==> config.mk <==
export PLATFORM = sky130hd
export DESIGN_NAME = seq_det_ctrl
export DESIGN_NICKNAME = d
export VERILOG_FILES = /design/src/rtl/seq_det_ctrl.sv
export SDC_FILE = /design/constraint.sdc
export NUM_CORES = 1
export LEC_CHECK = 0
export BUFFER_PORTS_ARGS = -buffer_cell sky130_fd_sc_hd__buf_2
export CELL_PAD_IN_SITES_DETAIL_PLACEMENT = 2
export CELL_PAD_IN_SITES_GLOBAL_PLACEMENT = 2
export CORE_ASPECT_RATIO = 0.9
export CORE_MARGIN = 2
export CORE_UTILIZATION = 36
export DETAILED_ROUTE_END_ITERATION = 7
export PLACE_DENSITY = 0.9
export SLEW_MARGIN = 40
export SYNTH_ARGS = -nofsm -noshare
export SYNTH_HDL_FRONTEND = slang
export SYNTH_SLANG_ARGS = --single-unit
==> constraint.sdc <==
create_clock -name clk -period 6.7 [get_ports clk]
set_input_delay 1.675 -clock clk [delete_from_list [all_inputs] [get_ports clk]]
set_output_delay 1.675 -clock clk [all_outputs]
set_load 0.03 [all_outputs]
==> src/rtl/seq_det_ctrl.sv <==
// seq_det_ctrl: feeds words MSB-first into the serial 1001/1110 detector and counts its hits.
// Build option SEQ_DET_CTRL_FLUSH_EN resets the detector for one cycle after every word.
module seq_det_ctrl #(
    parameter int WORD_W = 8,
    parameter int CNT_W  = 8
) (
    input  logic              clk,
    input  logic              rst_n,
    input  logic              s_valid,
    input  logic [WORD_W-1:0] s_data,
    output logic              s_ready,
    output logic              det_in,
    output logic              det_rst_n,
    input  logic [3:0]        det_out,
    input  logic [CNT_W-1:0]  thresh,
    input  logic              clr,
    output logic [CNT_W-1:0]  cnt_a,
    output logic [CNT_W-1:0]  cnt_b,
    output logic              word_done,
    output logic              irq
);

    localparam int IDX_W = $clog2(WORD_W);

    localparam logic [1:0] IDLE  = 2'd0;
    localparam logic [1:0] SHIFT = 2'd1;
    localparam logic [1:0] FLUSH = 2'd2;

    localparam logic [IDX_W-1:0] IDX_LAST = IDX_W'(WORD_W - 1);
    localparam logic [CNT_W-1:0] CNT_MAX  = '1;

    logic [1:0]        state;
    logic [1:0]        state_nx;
    logic [WORD_W-1:0] shreg;
    logic [WORD_W-1:0] shreg_nx;
    logic [IDX_W-1:0]  idx;
    logic [IDX_W-1:0]  idx_nx;
    logic              accept;
    logic              ready_nx;
    logic              drst_nx;
    logic              done_nx;
    logic              shifting;
    logic              hit_a;
    logic              hit_b;
    logic [CNT_W-1:0]  cnt_a_nx;
    logic [CNT_W-1:0]  cnt_b_nx;
    logic [CNT_W:0]    sum_nx;
    logic              irq_nx;

    assign accept   = s_valid && s_ready;
    assign shifting = (state == SHIFT);
    assign det_in   = shifting ? shreg[idx] : 1'b0;

    // Sequencing: load a word, walk the bit index down to zero, then idle, chain or flush.
    always_comb begin
        state_nx = state;
        shreg_nx = shreg;
        idx_nx   = idx;
        done_nx  = 1'b0;
        case (state)
            IDLE: begin
                if (accept) begin
                    shreg_nx = s_data;
                    idx_nx   = IDX_LAST;
                    state_nx = SHIFT;
                end
            end
            SHIFT: begin
                if (idx != '0) begin
                    idx_nx = idx - 1'b1;
                end else begin
                    done_nx = 1'b1;
`ifdef SEQ_DET_CTRL_FLUSH_EN
                    state_nx = FLUSH;
`else
                    if (accept) begin
                        shreg_nx = s_data;
                        idx_nx   = IDX_LAST;
                        state_nx = SHIFT;
                    end else begin
                        state_nx = IDLE;
                    end
`endif
                end
            end
            FLUSH:   state_nx = IDLE;
            default: state_nx = IDLE;
        endcase

        // Ready is registered, so it is derived from where the FSM is heading.
`ifdef SEQ_DET_CTRL_FLUSH_EN
        ready_nx = (state_nx == IDLE);
        drst_nx  = (state_nx != FLUSH);
`else
        ready_nx = (state_nx == IDLE) || ((state_nx == SHIFT) && (idx_nx == '0));
        drst_nx  = 1'b1;
`endif
    end

    // Hit counting: clr wins over a simultaneous hit; counters stop at all-ones.
    always_comb begin
        hit_a    = shifting && (det_out == 4'h9);
        hit_b    = shifting && (det_out == 4'hE);
        cnt_a_nx = cnt_a;
        cnt_b_nx = cnt_b;
        if (clr) begin
            cnt_a_nx = '0;
            cnt_b_nx = '0;
        end else begin
            if (hit_a && (cnt_a != CNT_MAX)) cnt_a_nx = cnt_a + 1'b1;
            if (hit_b && (cnt_b != CNT_MAX)) cnt_b_nx = cnt_b + 1'b1;
        end
        sum_nx = {1'b0, cnt_a_nx} + {1'b0, cnt_b_nx};
        if (clr) begin
            irq_nx = 1'b0;
        end else begin
            irq_nx = irq || ((thresh != '0) && (sum_nx >= {1'b0, thresh}));
        end
    end

    always_ff @(posedge clk) begin
        if (!rst_n) begin
            state     <= IDLE;
            shreg     <= '0;
            idx       <= '0;
            s_ready   <= 1'b0;
            det_rst_n <= 1'b0;
            cnt_a     <= '0;
            cnt_b     <= '0;
            word_done <= 1'b0;
            irq       <= 1'b0;
        end else begin
            state     <= state_nx;
            shreg     <= shreg_nx;
            idx       <= idx_nx;
            s_ready   <= ready_nx;
            det_rst_n <= drst_nx;
            cnt_a     <= cnt_a_nx;
            cnt_b     <= cnt_b_nx;
            word_done <= done_nx;
            irq       <= irq_nx;
        end
    end

endmodule

==> flow_summary.yaml <==
layout:
  regArea_um2: 661
  multi_input_area_um2: 1570
  finalCoreUtilization: 0.435
  fill_cells: 700
  n_antenna_cell: 0
  design_area_um2: 2690
  syn_to_final_growth_pct: 15.4
  final_nets: 348
  post_route_cells_drive_above_1_share: 0.230
sta:
  final.min_clock_period_ns: 4.83
  timing.setup.tns_ns: 0
  fin_ws_ns: 1.87
  worst_pin_slew_ns: 0.735
  layout_worst_path_cycle_share: 0.721
  setup_viol: 0
  finalHoldViolCount: 0
  setup_repair_after_global_routing_missed_its_margin: "false"
  max_freq_mhz: 207
  timing.final.max_slew_violations: 0
  relSlewSlack: 0.510
  fin_worst_skew_ns: 0.0109
synth:
  yosys_most_used_dff: "sky130_fd_sc_hd__dfxtp_1"
  synth_seq_cells: 33
  post_synth_simple_gate_area: 0.236
  synth.distinct_cells: 52
  synth_compound_area_frac: 0.192
  share_of_the_synthesized_netlist_area_taken_by_xor_and_xnor_gates: 0.0301
  netlist.top_cell.by_area: "sky130_fd_sc_hd__dfxtp_1"
  synth_cells: 262
  synth_top_family_by_area: "simple AND/OR/NAND/NOR gates"
  synthesis.area_per_instance_um2: 8.89
  synth_edf_count: 0
  synth_top_cells_by_count: "sky130_fd_sc_hd__dfxtp_1, sky130_fd_sc_hd__a21oi_1, sky130_fd_sc_hd__ha_1, sky130_fd_sc_hd__nand2_1, sky130_fd_sc_hd__nor2b_1"
  yosysWarnings: 0
  yosys.area_share.adder: 0.116
  synth.most_common_cell: "sky130_fd_sc_hd__dfxtp_1"
  synthesized_net_count: 307
  syn-cell-area_um2: 2330
  synth_top_cells_by_area: "sky130_fd_sc_hd__dfxtp_1, sky130_fd_sc_hd__ha_1, sky130_fd_sc_hd__mux2i_1"
  proportion_of_synthesized_flip_flops_having_asynchronous_set_or_reset: 0
  netlist.area_leader.share: 0.284
  yosys-mux-area-fraction: 0.0940
  synth.yosys.seq_area_share: 0.284
clocking:
  cts.repair.resized: 0
  cts_buffers: 5
  numClockSinks: 33
  tritoncts: "yes"
  clkTransAtPathRegs_ns: 0.08
  worst_skew_pair.late_latency_ns: 0.30
  clock_tree.buffer_depth: 2
  h-tree-depth: 2
  post_cts_setup_driven_buffer_insertion_count: 0
  ctsRootBufferMaster: "sky130_fd_sc_hd__clkbuf_8"
  cts_hold_buffers: 0
power_and_ir_drop:
  power.static_leakage_nw: 1.15
  p_comb_frac: 0.103
  p_per_area_nw_per_um2: 150
  net-switching-power_mw: 0.115
  internal_power_mw: 0.289
  fin_total_pwr_mw: 0.404
  power.share.sequential: 0.504
  power.share.clock: 0.393
  vdd.ir_drop.worst_v: 0.0000699
  power.share.switching: 0.284
critical_path:
  crit_path_cell_trace: "buf_2 -> and3b_1 -> nand2_2 -> or3b_1 -> a21oi_1 -> ha_1 -> a211oi_1 -> o21bai_1 -> a311oi_1 -> xnor2_1 -> ha_1 -> a2111o_1 -> a31oi_1 -> a31oi_1"
  critPathRequiredTime_ns: 6.89
  critPathSlowestCell: "sky130_fd_sc_hd__or3b_1"
  crit-reg2reg-capture: "irq$_SDFF_PP0_"
  regToRegSetupSlack_ns: 2.91
  reg2reg_depth: 13
  worstSetupEndpointType: "flip-flop"
  timing.critical_path.to: "irq$_SDFF_PP0_"
  critical_path_arrival_ns: 5.02
  setup.worst_path.start_class: "primary input"
  worst-path-max-fanout: 10
  cp-startpoint: "det_out[3]"
  critical_path.max_stage_delay_ns: 0.45
  regToRegStartpoint: "state[0]$_SDFF_PN0_"
  setup.worst_path.class: "in -> reg"
run_status:
  outcome: "finished clean"
drt:
  ant_nets: 0
  routed_wire_length_per_instance_um: 19.7
  route.detailed.drc: 0
  routed_via_density: 5.70
  detailedRoute.firstPassIterationCount: 4
  detail_route.iter0.violations: 87
  drt_wl_total_um: 7720
  vias: 2228
die:
  design.die.area_um2: 7130
  initial_utilization: 0.377
  io_pins: 45
  core.rowCount: 27
  die_wd_um: 88.8
  chipHeight_um: 80.3
  core_um2: 6180
placed_design:
  port_buffers: 44
  dpl-instance-area_um2: 2600
  gp_congestion: 0.766
  dp_slack_ns: 1.59
  detailedPlacementHpwl_um: 5700
grt:
  grt_pass1_wl_um: 12400
  grt_util_all_layers: 0.231
  grt_start_max_net_pins: 22
  first_global_vias: 2360
  grt_remaining_overflow: 0
  initial_antenna_violation_count: 0
run:
  drv_cap: 0
min_path:
  worst_hold_check_path_type: "reg -> reg"
[critical path: cells and delay by family]
| family | cells | cell delay, ns |
|---|---|---|
| adders and majority gates | 2 | 0.50 |
| buffers and inverters | 1 | 0.08 |
| xor gates and xnor gates | 1 | 0.11 |
| and+or+nand+nor | 3 | 1.00 |
| AOI/OAI and AO/OA | 7 | 1.65 |
[cell families (layout without fill, tap and decap cells)]
logic type / count (synthesis) / count (layout)
AO/OA/AOI/OAI: 69 / 69
XOR/XNOR: 8 / 8
adder cells (fa/ha/maj): 21 / 21
buffers and inverters: 22 / 64
flip-flops: 33 / 33
multiplexers: 19 / 19
other: 1 / 1
AND/OR/NAND/NOR: 89 / 89
[through the flow]
stage / hold slack [ns] / instances
2_1_floorplan: 0.477 / 262
3_3_place_gp: 0.493 / 383
3_5_place_dp: 0.515 / 383
4_1_cts: 0.544 / 391
5_1_grt: 0.570 / 391
6_report: 0.530 / 391
[cells in the final DEF, fill, tap and decap left out, types with 2 or more instances in the layout]
| cell | synthesis | routed |
|---|---|---|
| sky130_fd_sc_hd__o21a_1 | 2 | 2 |
| sky130_fd_sc_hd__or3b_1 | 2 | 2 |
| sky130_fd_sc_hd__nand4_1 | 4 | 4 |
| sky130_fd_sc_hd__dfxtp_1 | 33 | 33 |
| sky130_fd_sc_hd__nor2b_1 | 15 | 14 |
| sky130_fd_sc_hd__and3b_1 | 2 | 2 |
| sky130_fd_sc_hd__inv_1 | 12 | 12 |
| sky130_fd_sc_hd__o21ai_0 | 14 | 14 |
| sky130_fd_sc_hd__and4_4 | 2 | 2 |
| sky130_fd_sc_hd__and2_1 | 2 | 2 |
| sky130_fd_sc_hd__ha_1 | 20 | 20 |
| sky130_fd_sc_hd__and3_1 | 2 | 2 |
| sky130_fd_sc_hd__nand3_1 | 9 | 9 |
| sky130_fd_sc_hd__o21bai_1 | 2 | 2 |
| sky130_fd_sc_hd__xnor2_1 | 7 | 7 |
| sky130_fd_sc_hd__mux2_2 | 3 | 3 |
| sky130_fd_sc_hd__nor2_1 | 12 | 12 |
| sky130_fd_sc_hd__or3_1 | 2 | 2 |
| sky130_fd_sc_hd__a211oi_1 | 2 | 2 |
| sky130_fd_sc_hd__buf_2 | 2 | 44 |
| sky130_fd_sc_hd__nand2b_1 | 6 | 6 |
| sky130_fd_sc_hd__o311ai_0 | 8 | 8 |
| sky130_fd_sc_hd__nand2_1 | 15 | 15 |
| sky130_fd_sc_hd__a21o_1 | 2 | 2 |
| sky130_fd_sc_hd__a31oi_1 | 2 | 2 |
| sky130_fd_sc_hd__clkbuf_8 | 0 | 5 |
| sky130_fd_sc_hd__o41ai_1 | 9 | 9 |
| sky130_fd_sc_hd__mux4_2 | 2 | 2 |
| sky130_fd_sc_hd__clkinv_2 | 0 | 2 |
| sky130_fd_sc_hd__mux2i_1 | 14 | 14 |
| sky130_fd_sc_hd__or2_2 | 2 | 2 |
| sky130_fd_sc_hd__and4_1 | 2 | 2 |
| sky130_fd_sc_hd__a21oi_1 | 24 | 23 |
[worst min-delay path by stage]
| stage | startpoint | endpoint | depth (start not counted) |
|---|---|---|---|
| finish | shreg[6]$_SDFFE_PN0P_ | shreg[6]$_SDFFE_PN0P_ | 2 |
| detailed placement | shreg[6]$_SDFFE_PN0P_ | shreg[6]$_SDFFE_PN0P_ | 2 |
| floorplan | shreg[2]$_SDFFE_PN0P_ | shreg[2]$_SDFFE_PN0P_ | 2 |
| global route | shreg[7]$_SDFFE_PN0P_ | shreg[7]$_SDFFE_PN0P_ | 2 |
| global placement | shreg[4]$_SDFFE_PN0P_ | shreg[4]$_SDFFE_PN0P_ | 2 |
| CTS | shreg[6]$_SDFFE_PN0P_ | shreg[6]$_SDFFE_PN0P_ | 2 |
[area by class of cell]
class | instances | share of cell area
repair buffers | 44 | 0.0819
inverters | 12 | 0.0168
clock inverters | 3 | 0.00651
well taps | 87 | 0.0405
flip-flops and latches | 33 | 0.246
clock buffers | 5 | 0.0256
multi-input cells | 207 | 0.583
[power groups by stage]
stage / sequential [mW] / clock [mW] / combinational (mW)
floorplan: 0.209 / 0 / 0.0236
global placement: 0.208 / 0 / 0.0385
detailed placement: 0.208 / 0 / 0.0412
CTS: 0.203 / 0.161 / 0.0419
global route: 0.204 / 0.167 / 0.0462
finish: 0.204 / 0.159 / 0.0415
[layer usage]
layer,track usage,vias to the layer above,part of all wire
met3,0.0391,15,0.034
met1,0.292,1115,0.46
met4,0.0758,0,0.017
met5,0,-,0
li1,-,1053,-
met2,0.393,45,0.49
[flip-flops by register name (all words and copies together) (netlist names)]
signal	cells
cnt_a	8
cnt_b	8
det_rst_n	1
idx	3
irq	1
s_ready	1
shreg	8
state	2
word_done	1
Note: power is estimated with default switching activity, not from simulation.
